===== src/rtl/spi_pkg.sv =====
// Shared definitions for the SPI arbiter slice.
// Holds the arbiter FSM state encoding and the default parameter values
// used by spi_arbiter and its round-robin picker.
package spi_pkg;

  typedef enum logic [1:0] {
    ST_IDLE   = 2'd0,
    ST_LAUNCH = 2'd1,
    ST_WAIT   = 2'd2,
    ST_RESP   = 2'd3
  } state_t;

  localparam int unsigned N_REQ_DEF   = 4;
  localparam int unsigned TIMEOUT_DEF = 40;

endpackage


===== src/rtl/spi_arbiter_rr_picker.sv =====
// Round-robin picker: combinational search for the first set request bit,
// starting one position after the previous grant and wrapping around.
// Ports:
//   req        - per-requester request vector
//   last_grant - index granted most recently
//   idx        - winning index (valid when any is high)
//   any        - at least one request bit is set
module rr_picker #(
  parameter int unsigned N_REQ = 4,
  parameter int unsigned IW    = 2
) (
  input  logic [N_REQ-1:0] req,
  input  logic [IW-1:0]    last_grant,
  output logic [IW-1:0]    idx,
  output logic             any
);

  int unsigned pos;

  always_comb begin
    idx = '0;
    any = 1'b0;
    pos = 0;
    for (int unsigned k = 0; k < N_REQ; k++) begin
      pos = (32'(last_grant) + 32'd1 + k) % N_REQ;
      if (!any && req[IW'(pos)]) begin
        any = 1'b1;
        idx = IW'(pos);
      end
    end
  end

endmodule


===== src/rtl/spi_arbiter.sv =====
// SPI arbiter: shares one SPI master among N_REQ requesters.
// A round-robin winner is picked in IDLE, its TX byte is handed to the
// master with a one-cycle start pulse, and the RX byte (or a timeout flag)
// is returned to the winner with a one-cycle response strobe.
// Ports:
//   clk, rst    - clock, synchronous active-high reset
//   req         - per-requester level-held request
//   req_data    - per-requester TX byte, slice i = [8*i+7:8*i]
//   rsp_valid   - one-cycle response strobe to the granted requester
//   rsp_data    - RX byte (8'h00 on timeout), valid with rsp_valid
//   rsp_err     - timeout flag, valid with rsp_valid
//   busy        - state is not IDLE
//   m_start     - start pulse to the SPI master
//   m_data_in   - TX byte to the SPI master
//   m_data_out  - RX byte from the SPI master
//   m_done      - completion pulse from the SPI master
//   m_cs        - chip select from the SPI master, active-low
//   cs_n        - per-slave chip select, active-low
module spi_arbiter
  import spi_pkg::*;
#(
  parameter int unsigned N_REQ   = N_REQ_DEF,
  parameter int unsigned TIMEOUT = TIMEOUT_DEF
) (
  input  logic                 clk,
  input  logic                 rst,
  input  logic [N_REQ-1:0]     req,
  input  logic [8*N_REQ-1:0]   req_data,
  output logic [N_REQ-1:0]     rsp_valid,
  output logic [7:0]           rsp_data,
  output logic                 rsp_err,
  output logic                 busy,
  output logic                 m_start,
  output logic [7:0]           m_data_in,
  input  logic [7:0]           m_data_out,
  input  logic                 m_done,
  input  logic                 m_cs,
  output logic [N_REQ-1:0]     cs_n
);

  localparam int unsigned IW = (N_REQ > 1) ? $clog2(N_REQ) : 1;
  localparam int unsigned CW = $clog2(TIMEOUT) + 1;

  state_t          state;
  logic [IW-1:0]   gnt;
  logic [IW-1:0]   last_grant;
  logic [IW-1:0]   pick_idx;
  logic            pick_any;
  logic [CW-1:0]   cnt;

  rr_picker #(
    .N_REQ (N_REQ),
    .IW    (IW)
  ) u_picker (
    .req        (req),
    .last_grant (last_grant),
    .idx        (pick_idx),
    .any        (pick_any)
  );

  // cnt counts cycles since m_start: 0 during LAUNCH, so the timeout
  // compare at TIMEOUT-1 puts rsp_valid exactly TIMEOUT cycles after m_start.
  always_ff @(posedge clk) begin
    if (rst) begin
      state      <= ST_IDLE;
      gnt        <= '0;
      last_grant <= IW'(N_REQ - 1);
      cnt        <= '0;
      m_start    <= 1'b0;
      m_data_in  <= '0;
      rsp_valid  <= '0;
      rsp_data   <= '0;
      rsp_err    <= 1'b0;
    end else begin
      m_start   <= 1'b0;
      rsp_valid <= '0;
      case (state)
        ST_IDLE: begin
          if (pick_any) begin
            gnt       <= pick_idx;
            m_data_in <= req_data[32'(pick_idx)*8 +: 8];
            m_start   <= 1'b1;
            cnt       <= '0;
            state     <= ST_LAUNCH;
          end
        end
        ST_LAUNCH: begin
          cnt   <= cnt + 1'b1;
          state <= ST_WAIT;
        end
        ST_WAIT: begin
          cnt <= cnt + 1'b1;
          if (m_done) begin
            rsp_data       <= m_data_out;
            rsp_err        <= 1'b0;
            rsp_valid[gnt] <= 1'b1;
            state          <= ST_RESP;
          end else if (cnt == CW'(TIMEOUT - 1)) begin
            rsp_data       <= '0;
            rsp_err        <= 1'b1;
            rsp_valid[gnt] <= 1'b1;
            state          <= ST_RESP;
          end
        end
        ST_RESP: begin
          last_grant <= gnt;
          state      <= ST_IDLE;
        end
        default: state <= ST_IDLE;
      endcase
    end
  end

  assign busy = (state != ST_IDLE);

  // Gated by rst so an aborted transfer releases its slave in the reset cycle.
  always_comb begin
    cs_n = '1;
    if (!rst && (state == ST_LAUNCH || state == ST_WAIT)) begin
      cs_n[gnt] = m_cs;
    end
  end

endmodule


===== config.mk =====
export PLATFORM = sky130hd
export DESIGN_NAME = spi_arbiter
export DESIGN_NICKNAME = d
export VERILOG_FILES = /design/src/rtl/spi_pkg.sv /design/src/rtl/spi_arbiter_rr_picker.sv /design/src/rtl/spi_arbiter.sv
export SDC_FILE = /design/constraint.sdc
export NUM_CORES = 1
export LEC_CHECK = 0
export ABC_CLOCK_PERIOD_IN_PS = 1700
export CAP_MARGIN = 10
export CORE_MARGIN = 10
export CORE_UTILIZATION = 30
export DETAILED_ROUTE_END_ITERATION = 8
export PLACE_DENSITY_LB_ADDON = 0.25
export SYNTH_ARGS = -nofsm -noshare
export SYNTH_HDL_FRONTEND = slang
export SYNTH_HIERARCHICAL = 1
export SYNTH_SLANG_ARGS = --single-unit

===== constraint.sdc =====
create_clock -name clk -period 1.7 [get_ports clk]
set_clock_uncertainty 0.05 [all_clocks]
set_input_delay 0.34 -clock clk [delete_from_list [all_inputs] [get_ports clk]]
set_output_delay 0.34 -clock clk [all_outputs]
set_load 0.03 [all_outputs]

==> metrics.md, run 1 <==
| Metric | Value |
|---|---|
| Crit path capture type | `register` |
| Routability cong. | `approximately 0.73` |
| Slew headroom | `0.731` |
| Drt initial violations | `30` |
| Maxcap violations | `0` |
| Ys Warns | `6` |
| TritonCTS clock tree | `yes` |
| Critical path buffer and inverter count | `2` |
| Syn nets | `roughly 240` |
| Largest net degree at the start of global routing | `33` |
| Worst path slowest cell | `mux4_2` |
| Syn-to-layout area delta | `67.8%` |
| Hold Path Class | `register to register` |
| Via count | `1696` |
| Clk_lat worst skew | `about 0.28 ns` |
| Yosys reg bits | `35` |
| Number of setup violations in the final report | `12` |
| H-tree depth | `2` |
| Worst Path Arrival | `around 1.9 ns` |
| Syn Area/Cell | `a little over 9 µm²` |
| Power per standard cell area | `approximately 1200 nW/µm²` |
| Period minus WS final | `1.78 ns` |
| Most frequent cells in the layout | `clkdlybuf4s50_1 (46), nand2_1 (34), dfxtp_1 (32)` |
| Crit-path max cell delay | `a little under 0.5 ns` |
| Avg WL per Cell | `14.1 µm` |
| Die area | `a little over 9000 µm²` |
| Ant diodes | `0` |
| Post-synth EDFFs | `0` |
| Synthesized area | `between 1500 and 2000 µm²` |
| Sink Count | `35` |
| Core area | `5610 µm²` |
| Crit path kind | `register to register` |
| Final global-route overflow total | `0` |
| Kind of cell adding the most delay to the critical path | `multiplexers` |
| Critical path's most frequent cell | `a21oi_2` |
| RSZ-0062 raised after global routing | `yes` |
| Total Routing Usage GR | `0.107` |
| Synth area leaders | `dfxtp_1 (40%), mux4_2 (10%), nand2_1 (7.7%)` |
| Async SR Flop Fraction | `0` |
| Hpwl dp | `just under 4000 µm` |
| VDD IR max | `about 0.4 mV` |
| Setup ws final | `-0.0808 ns` |
| Crit path max fanout | `4` |
| Num CTS Buffers | `5` |
| Most common flop cell mapped by yosys | `dfxtp_1` |
| Routed Antenna Nets | `0` |
| Setup TNS | `-0.450 ns` |
| Dpl ws | `-0.581 ns` |
| DR pass1 iterations | `4` |
| DR vias/cell | `about 4.7` |
| # DRC | `0` |
| Share of cells above drive strength 1 | `0.253` |
| Effective utilization at floorplan | `0.314` |
| Outcome | `finished with violations` |
| Distinct cells, synth | `34` |
| Failing checks | `setup timing` |
| Final slew viol count | `0` |
| Synth area leader | `dfxtp_1` |
| Worst-path cell chain | `nand2b_4, a21oi_2, o221ai_2, buf_4, clkbuf_16, mux4_2, nand2_2, a21oi_2` |
| Worst-path clk slew | `roughly 0.070 ns` |
| CP startpoint kind | `register` |
| Port Buffers | `74` |
| Total Wirelength | `slightly above 5000 µm` |
| Die Wd | `96.6 µm` |
| CTS Buffer Depth | `2` |
| Final Hold Viols | `0` |
| Global-route wire length before repair | `roughly 8600 µm` |
| Die Y | `between 90 and 100 µm` |
| Initial antenna violation count | `0` |
| Slew @ Worst Pin | `just over 0.4 ns` |
| Layout Nets | `approximately 340` |
| Commonest non-fill, non-tap cell in the layout | `clkdlybuf4s50_1` |
| Sequential share of the synthesized area | `0.398` |
| Vias in the first global route | `1800` |
| F_max | `approximately 560 MHz` |
| CTS Root Cell | `clkbuf_8` |
| Crit share post-route | `1.05` |
| FP Rows | `27` |
| Pleak | `between 1 and 1.5 nW` |
| IO Count | `75` |
| Area share of the largest cell type after synthesis | `0.398` |
| Synthesized netlist cell count | `191` |
| Required time worst endpoint | `1.81 ns` |
cell families (layout without fill, tap and decap cells):
kind of cell,Yosys count,count (layout),share of synthesized area
DFF,35,35,0.398
adders and majority gates,5,5,0.0355
and+or+nand+nor,76,76,0.242
xor gates and xnor gates,2,2,0.00995
buffers and inverters,15,113,0.0327
AOI/OAI and AO/OA,47,47,0.163
muxes,11,11,0.119
per-layer routing:
layer	GRT usage	vias to the layer above	wire [µm]
met2	0.185	49	2460
met4	0.0271	0	48
met3	0.0525	5	378
met1	0.113	776	2220
met5	0	-	0
li1	-	866	-
per-stage QoR:
step	cell area (µm²)	hold WS (ns)	total power, mW	utilization	instances
2_1_floorplan	1770	0.407	2.00	-	191
3_3_place_gp	2710	0.394	2.74	0.483	347
3_5_place_dp	2710	0.400	2.75	0.483	347
4_1_cts	2900	0.408	3.54	0.518	360
5_1_grt	2950	0.425	3.77	0.527	361
6_report	2950	0.405	3.51	0.527	361
report_power, final:
part | switching [mW] | internal [mW]
Combinational | 0.930 | 0.890
Clock | 0.306 | 0.332
Sequential | 0.0838 | 0.972
path summary, 6_finish.rpt:
check	start	end	slack (ns)	cells past startpoint
setup / recovery	last_grant[1]	m_data_in[2]	-0.08	8
hold / removal	m_data_in[6]	m_data_in[6]	0.41	2
setup reg to reg	last_grant[1]	m_data_in[2]	-0.08	8
hold reg to reg	m_data_in[6]	m_data_in[6]	0.41	2
cells in the mapped netlist (3+ instances only):
library cell,instances
nand2_1,36
o21ai_0,10
nand2b_1,7
dfxtp_1,35
nor2_1,9
mux4_2,8
nor2b_1,4
clkbuf_1,7
ha_1,5
inv_1,5
mux2i_1,3
nand3b_1,3
a211o_1,3
nor3_1,4
nand3_1,3
a21oi_1,25
nor4b_4,3
sequential cells by signal, indices dropped and copies added, names as in the netlist:
| name | flops |
|---|---|
| last_grant | 2 |
| rsp_err | 1 |
| rsp_data | 8 |
| gnt | 2 |
| m_data_in | 8 |
| cnt | 7 |
| rsp_valid | 4 |
| state | 2 |
| m_start | 1 |
layout make-up:
class / instances / area, µm²
sequential: 35 / 707
fill: 583 / 2650
clock inverter: 1 / 8.76
timing repair buffer: 100 / 965
tap: 72 / 90.1
multi-input combinational: 141 / 1080
clock buffer: 7 / 86.3
inverter: 5 / 18.8
tightest hold or removal path, stage by stage, from the launching register on:
cell and delay (ns):
dfxtp_1 0.31, nand2_1 0.05, a21oi_1 0.05
timing repair:
item                       in CTS  in global routing
gates cloned                    1                  0
pin swaps                       6                  7
hold buffers                    0                  0
setup buffers                   4                  2
setup endpoints to repair      21                 28
resized for setup              49                 21
Note: power is estimated with default switching activity, not from simulation.
==> run 2: changes to the inputs <==
- REMOVE_ABC_BUFFERS: default -> 1
==> run 2 against run 1 <==
Compared with the run above:
- the run still ends with setup timing left
- design area up 1.7%
- fmax down 1.1%
- via count up 2.4%
- global-route usage down 0.33 points
- cell count up 1.4%
- clock-buffer cell count unchanged
- flip-flop and latch count unchanged
- die area unchanged
- combinational power up 8%
- setup slack worse by 0.019 ns
- clock power down 7.4%
==> metrics.md, run 2 (same netlist as run 1, synthesis figures left out) <==
| Metric | Value |
|---|---|
| RR Startpoint | `last_grant[1]` |
| Setup TNS | `-0.700 ns (-0.250 ns)` |
| Final global-route overflow total | `0 (unchanged)` |
| Share of cells above drive strength 1 | `0.270 (+0.0170)` |
| CP startpoint kind | `register` |
| Outcome | `finished with violations` |
| Worst hold path depth | `2 (unchanged)` |
| DR pass1 iterations | `4 (unchanged)` |
| Setup ws final | `-0.100 ns (-0.0193 ns)` |
| RSZ-0062 raised after global routing | `yes` |
| CTS Root Cell | `clkbuf_8` |
| Global-route wire length before repair | `8140 µm (-5.6%)` |
| CTS Buffer Depth | `2 (unchanged)` |
| Effective utilization at floorplan | `0.314 (unchanged)` |
| Post-placement cell area | `2740 µm² (+1.0%)` |
| Dpl ws | `-0.637 ns (-0.0564 ns)` |
| Worst Path Arrival | `1.41 ns (-0.48 ns)` |
| # DRC | `0 (unchanged)` |
| Crit share post-route | `1.06 (+0.0113)` |
| Drt initial violations | `47 (+57%)` |
| Hold_buf cts | `0 (unchanged)` |
| Power per standard cell area | `1210 nW/µm² (+1.4%)` |
| Via count | `1737 (+2.4%)` |
| Failing checks | `setup timing` |
| Routed Antenna Nets | `0 (unchanged)` |
| Port Buffers | `74 (unchanged)` |
| Routability cong. | `0.755 (+3.5%)` |
| Total Routing Usage GR | `0.104 (-0.00331)` |
| Largest net degree at the start of global routing | `33 (unchanged)` |
| TritonCTS clock tree | `yes` |
| Vias in the first global route | `1696 (-5.8%)` |
| Die area | `9330 µm² (unchanged)` |
| Final std cells w/o fill | `366 (+1.4%)` |
| Die Wd | `96.6 µm (unchanged)` |
| Die Y | `96.6 µm (unchanged)` |
| Crit path max fanout | `4 (unchanged)` |
| Maxcap violations | `0 (unchanged)` |
| Required time worst endpoint | `1.31 ns (-0.50 ns)` |
| Crit path capture type | `output port` |
| Top Registers | `m_data_in x8, rsp_data x8, cnt x7` |
| Flop2flop setup slack | `-0.06 ns (+0.02 ns)` |
| Hpwl dp | `3850 µm (-1.9%)` |
| Inst Count DP | `349 (+0.58%)` |
| Core area | `5610 µm² (unchanged)` |
| Worst Hold End | `m_data_in[7]` |
| Layout Nets | `345 (+1.2%)` |
| Total Wirelength | `5160 µm (+1.1%)` |
| Avg WL per Cell | `14.1 µm (-0.30%)` |
| Clk_lat worst skew | `0.29 ns (about the same)` |
| Final slew viol count | `0 (unchanged)` |
| Pwr Total | `3.63 mW (+3.2%)` |
| Worst-path clk slew | `0.07 ns (about the same)` |
| Number of setup violations in the final report | `12 (unchanged)` |
| Reg2reg end | `m_data_in[5]` |
| Crit path kind | `register to output port` |
| Final Cell Area | `3010 µm² (+1.7%)` |
| Sink Count | `35 (unchanged)` |
| Final Hold Viols | `0 (unchanged)` |
| H-tree depth | `2 (unchanged)` |
| Most frequent cells in the layout | `clkdlybuf4s50_1 (45), nand2_1 (33), dfxtp_1 (32)` |
| Commonest non-fill, non-tap cell in the layout | `clkdlybuf4s50_1` |
| Initial antenna violation count | `1 (+1)` |
| IO Count | `75 (unchanged)` |
| F_max | `556 MHz (-1.1%)` |
| Slew @ Worst Pin | `0.456 ns (+0.0534 ns)` |
| Setup crit start | `state[1]` |
| Period minus WS final | `1.80 ns (+0.0193 ns)` |
| Slew headroom | `0.696 (-0.0356)` |
| R2R depth | `7 (-1)` |
| Hold_sp | `m_data_in[7]` |
| Min Hold Slack | `0.406 ns (+0.000653 ns)` |
| DR vias/cell | `4.75 (+1.0%)` |
| Post-layout util | `0.536 (+0.00915)` |
| Syn-to-layout area delta | `70.7%` |
| VDD IR max | `0.636 mV (+59%)` |
| FP Rows | `27 (unchanged)` |
| Pleak | `1.37 nW (+5.1%)` |
| Num CTS Buffers | `5 (unchanged)` |
| Hold Path Class | `register to register` |
## run 2: worst max path at each step
stage	end	slack, ns	depth (start not counted)
3_5_place_dp	m_data_in[5]	-0.64	8
4_1_cts	cs_n[2]	-0.11	6
3_3_place_gp	cs_n[3]	-0.60	5
5_1_grt	cs_n[2]	-0.17	6
6_report	cs_n[2]	-0.10	6
2_1_floorplan	m_data_in[0]	-0.23	6
## run 2: layer usage
| layer | wire [µm] | vias to the layer above | GRT usage |
|---|---|---|---|
| li1 | - | 878 | - |
| met5 | 0 | - | 0 |
| met4 | 79 | 0 | 0.0406 |
| met2 | 2360 | 53 | 0.167 |
| met1 | 2270 | 800 | 0.111 |
| met3 | 457 | 6 | 0.0561 |
## run 2: area by class of cell
cell class              count  area (µm²)
flip-flops and latches     35         707
clock inverters             1        5.00
fillers                   549        2600
diodes                      1        2.50
inverters                   5        18.8
repair buffers            104        1010
clock buffers               7        76.3
well taps                  72        90.1
multi-input cells         141        1100
## run 2: power breakdown
part / total, mW / switching [mW] / leakage (nW) / internal, mW
registers: 1.06 / 0.0869 / 0.286 / 0.972
clock network: 0.591 / 0.303 / 0.0422 / 0.288
logic: 1.97 / 1.00 / 1.05 / 0.971
## run 2: worst max-delay path, stage by stage, from the launching register on
cell and delay, ns:
dfxtp_2 0.35, inv_2 0.05, ha_4 0.27, nand2b_4 0.07, nor2_4 0.11, nand3b_1 0.11, buf_6 0.15
## run 2: timing repair
item	4_1_cts	5_1_grt
gates cloned	0	0
pin swaps	6	10
setup buffers	4	5
setup endpoints to repair	20	31
endpoints found under the hold margin	0	0
gates resized for setup	47	29
==> run 3: changes to the inputs <==
- ABC_CLOCK_PERIOD_IN_PS: 1700 -> 2140
- clock period: 1.7 -> 2.14 ns (I/O delays scaled with it)
==> run 3 against run 2 <==
Compared with the run above:
- the flow now finishes without violations
- first-iteration DRC count down 4.3%
- critical path type is now input pin to output port
- core utilization down 2.5 points
- wire length down 4.7%
- largest power group unchanged
==> metrics.md, run 3 (same netlist as run 1, synthesis figures left out) <==
| Metric | Value |
|---|---|
| Commonest non-fill, non-tap cell in the layout | `clkdlybuf4s50_1` |
| Crit path kind | `input pin to output port` |
| CP startpoint kind | `input pin` |
| Num CTS Buffers | `5 (unchanged)` |
| Routed Antenna Nets | `0 (unchanged)` |
| DR pass1 iterations | `4 (unchanged)` |
| Routability cong. | `0.798 (+5.8%)` |
| Number of setup violations in the final report | `0 (-12)` |
| Outcome | `complete, no violations` |
| Worst-path clk slew | `0.07 ns (about the same)` |
| DR vias/cell | `4.73 (-0.34%)` |
| H-tree depth | `2 (unchanged)` |
| Drt initial violations | `45 (-4.3%)` |
| Clk_lat worst skew | `0.29 ns (about the same)` |
| Avg WL per Cell | `13.9 µm (-1.8%)` |
| Flop2flop setup slack | `0.16 ns (+0.22 ns)` |
| Syn-to-layout area delta | `62.6%` |
| Hold_buf cts | `0 (unchanged)` |
| Final global-route overflow total | `0 (unchanged)` |
| Crit share post-route | `0.982` |
| Worst Path Arrival | `1.62 ns (+0.21 ns)` |
| Fill cells | `543 (-1.1%)` |
| Layout Nets | `334 (-3.2%)` |
| Pleak | `1.07 nW (-22%)` |
| Die Y | `96.6 µm (unchanged)` |
| Power per standard cell area | `966 nW/µm² (-20%)` |
| Final slew viol count | `0 (unchanged)` |
| Largest net degree at the start of global routing | `33 (unchanged)` |
| Top Registers | `m_data_in x8, rsp_data x8, cnt x7` |
| Required time worst endpoint | `1.66 ns (+0.35 ns)` |
| Slew @ Worst Pin | `0.409 ns (-0.0478 ns)` |
| Port Buffers | `74 (unchanged)` |
| Die Wd | `96.6 µm (unchanged)` |
| RSZ-0062 raised after global routing | `yes` |
| VDD IR max | `0.356 mV (-44%)` |
| Core area | `5610 µm² (unchanged)` |
| Share of cells above drive strength 1 | `0.174 (-0.0959)` |
| Maxcap violations | `0 (unchanged)` |
| Crit path capture type | `output port` |
| Post-layout util | `0.510 (-0.0254)` |
| Worst-path cell chain | `clkdlybuf4s50_1, nand2b_1, nor2_2, nand3b_1, clkdlybuf4s15_2` |
| Setup ws final | `0.0396 ns (+0.140 ns)` |
| Die area | `9330 µm² (unchanged)` |
| CTS Buffer Depth | `2 (unchanged)` |
| TritonCTS clock tree | `yes` |
| # DRC | `0 (unchanged)` |
| Worst path slowest cell | `clkdlybuf4s50_1` |
| Pwr Total | `2.77 mW (-24%)` |
| Total Routing Usage GR | `0.102 (-0.00140)` |
| IO Count | `75 (unchanged)` |
| Post-CTS Setup Bufs | `0 (-4)` |
| CTS Root Cell | `clkbuf_8` |
| F_max | `about 480 MHz` |
| Dpl ws | `-0.369 ns (+0.268 ns)` |
| FP Rows | `27 (unchanged)` |
| Hold Path Class | `register to register` |
| Global-route wire length before repair | `8050 µm (-1.1%)` |
| Hpwl dp | `3810 µm (-1.0%)` |
| Period minus WS final | `~2.1 ns` |
| Sink Count | `35 (unchanged)` |
| Final Hold Viols | `0 (unchanged)` |
| Total Wirelength | `4920 µm (-4.7%)` |
| Via count | `1679 (-3.3%)` |
| Most frequent cells in the layout | `clkdlybuf4s50_1 (66), nand2_1 (36), dfxtp_1 (35)` |
| Crit-path max cell delay | `0.45 ns (+0.10 ns)` |
| Initial antenna violation count | `1 (unchanged)` |
| Slew headroom | `0.723 (+0.0276)` |
| Vias in the first global route | `1718 (+1.3%)` |
| Crit path max fanout | `4 (unchanged)` |
| Effective utilization at floorplan | `0.314 (unchanged)` |
[run 3: layout make-up]
cell class / count / area (µm²) / share of cell area
inverter: 5 / 18.8 / 0.00656
clock buffer: 6 / 82.6 / 0.0288
clock inverter: 2 / 35.0 / 0.0122
timing repair buffer: 93 / 908 / 0.317
tap: 72 / 90.1 / 0.0315
sequential: 35 / 701 / 0.245
multi-input combinational: 141 / 1020 / 0.358
antenna: 1 / 2.50 / 0.000874
[run 3: metal layers]
metal	routed length (µm)	vias up	track usage
li1	-	856	-
met1	2130	762	0.115
met2	2220	55	0.157
met3	485	6	0.0561
met4	78	0	0.0406
met5	0	-	0
[run 3: repair_timing]
| item | in CTS | in global routing |
|---|---|---|
| gates cloned | 0 | 1 |
| endpoints found under the setup margin | 4 | 9 |
| hold endpoints to repair | 0 | 0 |
| resized for setup | 11 | 10 |
| pin swaps | 0 | 1 |
[run 3: worst paths after layout]
path / start / end / cells past startpoint
max reg2reg: last_grant[1] / m_data_in[3] / 7
min reg2reg: m_data_in[0] / m_data_in[0] / 2
max: rst / cs_n[1] / 5
min: m_data_in[0] / m_data_in[0] / 2
[run 3: per-stage QoR]
| step | instance area, µm² | TNS (ns) | hold slack (ns) | cells |
|---|---|---|---|---|
| after detailed placement | 2700 | -2.98 | 0.397 | 345 |
| after CTS | 2820 | 0 | 0.406 | 353 |
| after global placement | 2700 | -2.64 | 0.391 | 345 |
| after floorplan | 1720 | 0 | 0.401 | 181 |
| after global routing | 2860 | -0.0755 | 0.431 | 355 |
| final | 2860 | 0 | 0.402 | 355 |
[run 3: worst max-delay path, delay by kind of cell]
family / cells / cell delay (ns)
buffers and inverters: 2 / 0.73
AND/OR/NAND/NOR: 3 / 0.45
[run 3: power breakdown]
group | leakage (nW) | switching, mW | internal, mW
Sequential | 0.285 | 0.0690 | 0.767
Clock | 0.0612 | 0.245 | 0.377
Combinational | 0.720 | 0.685 | 0.623
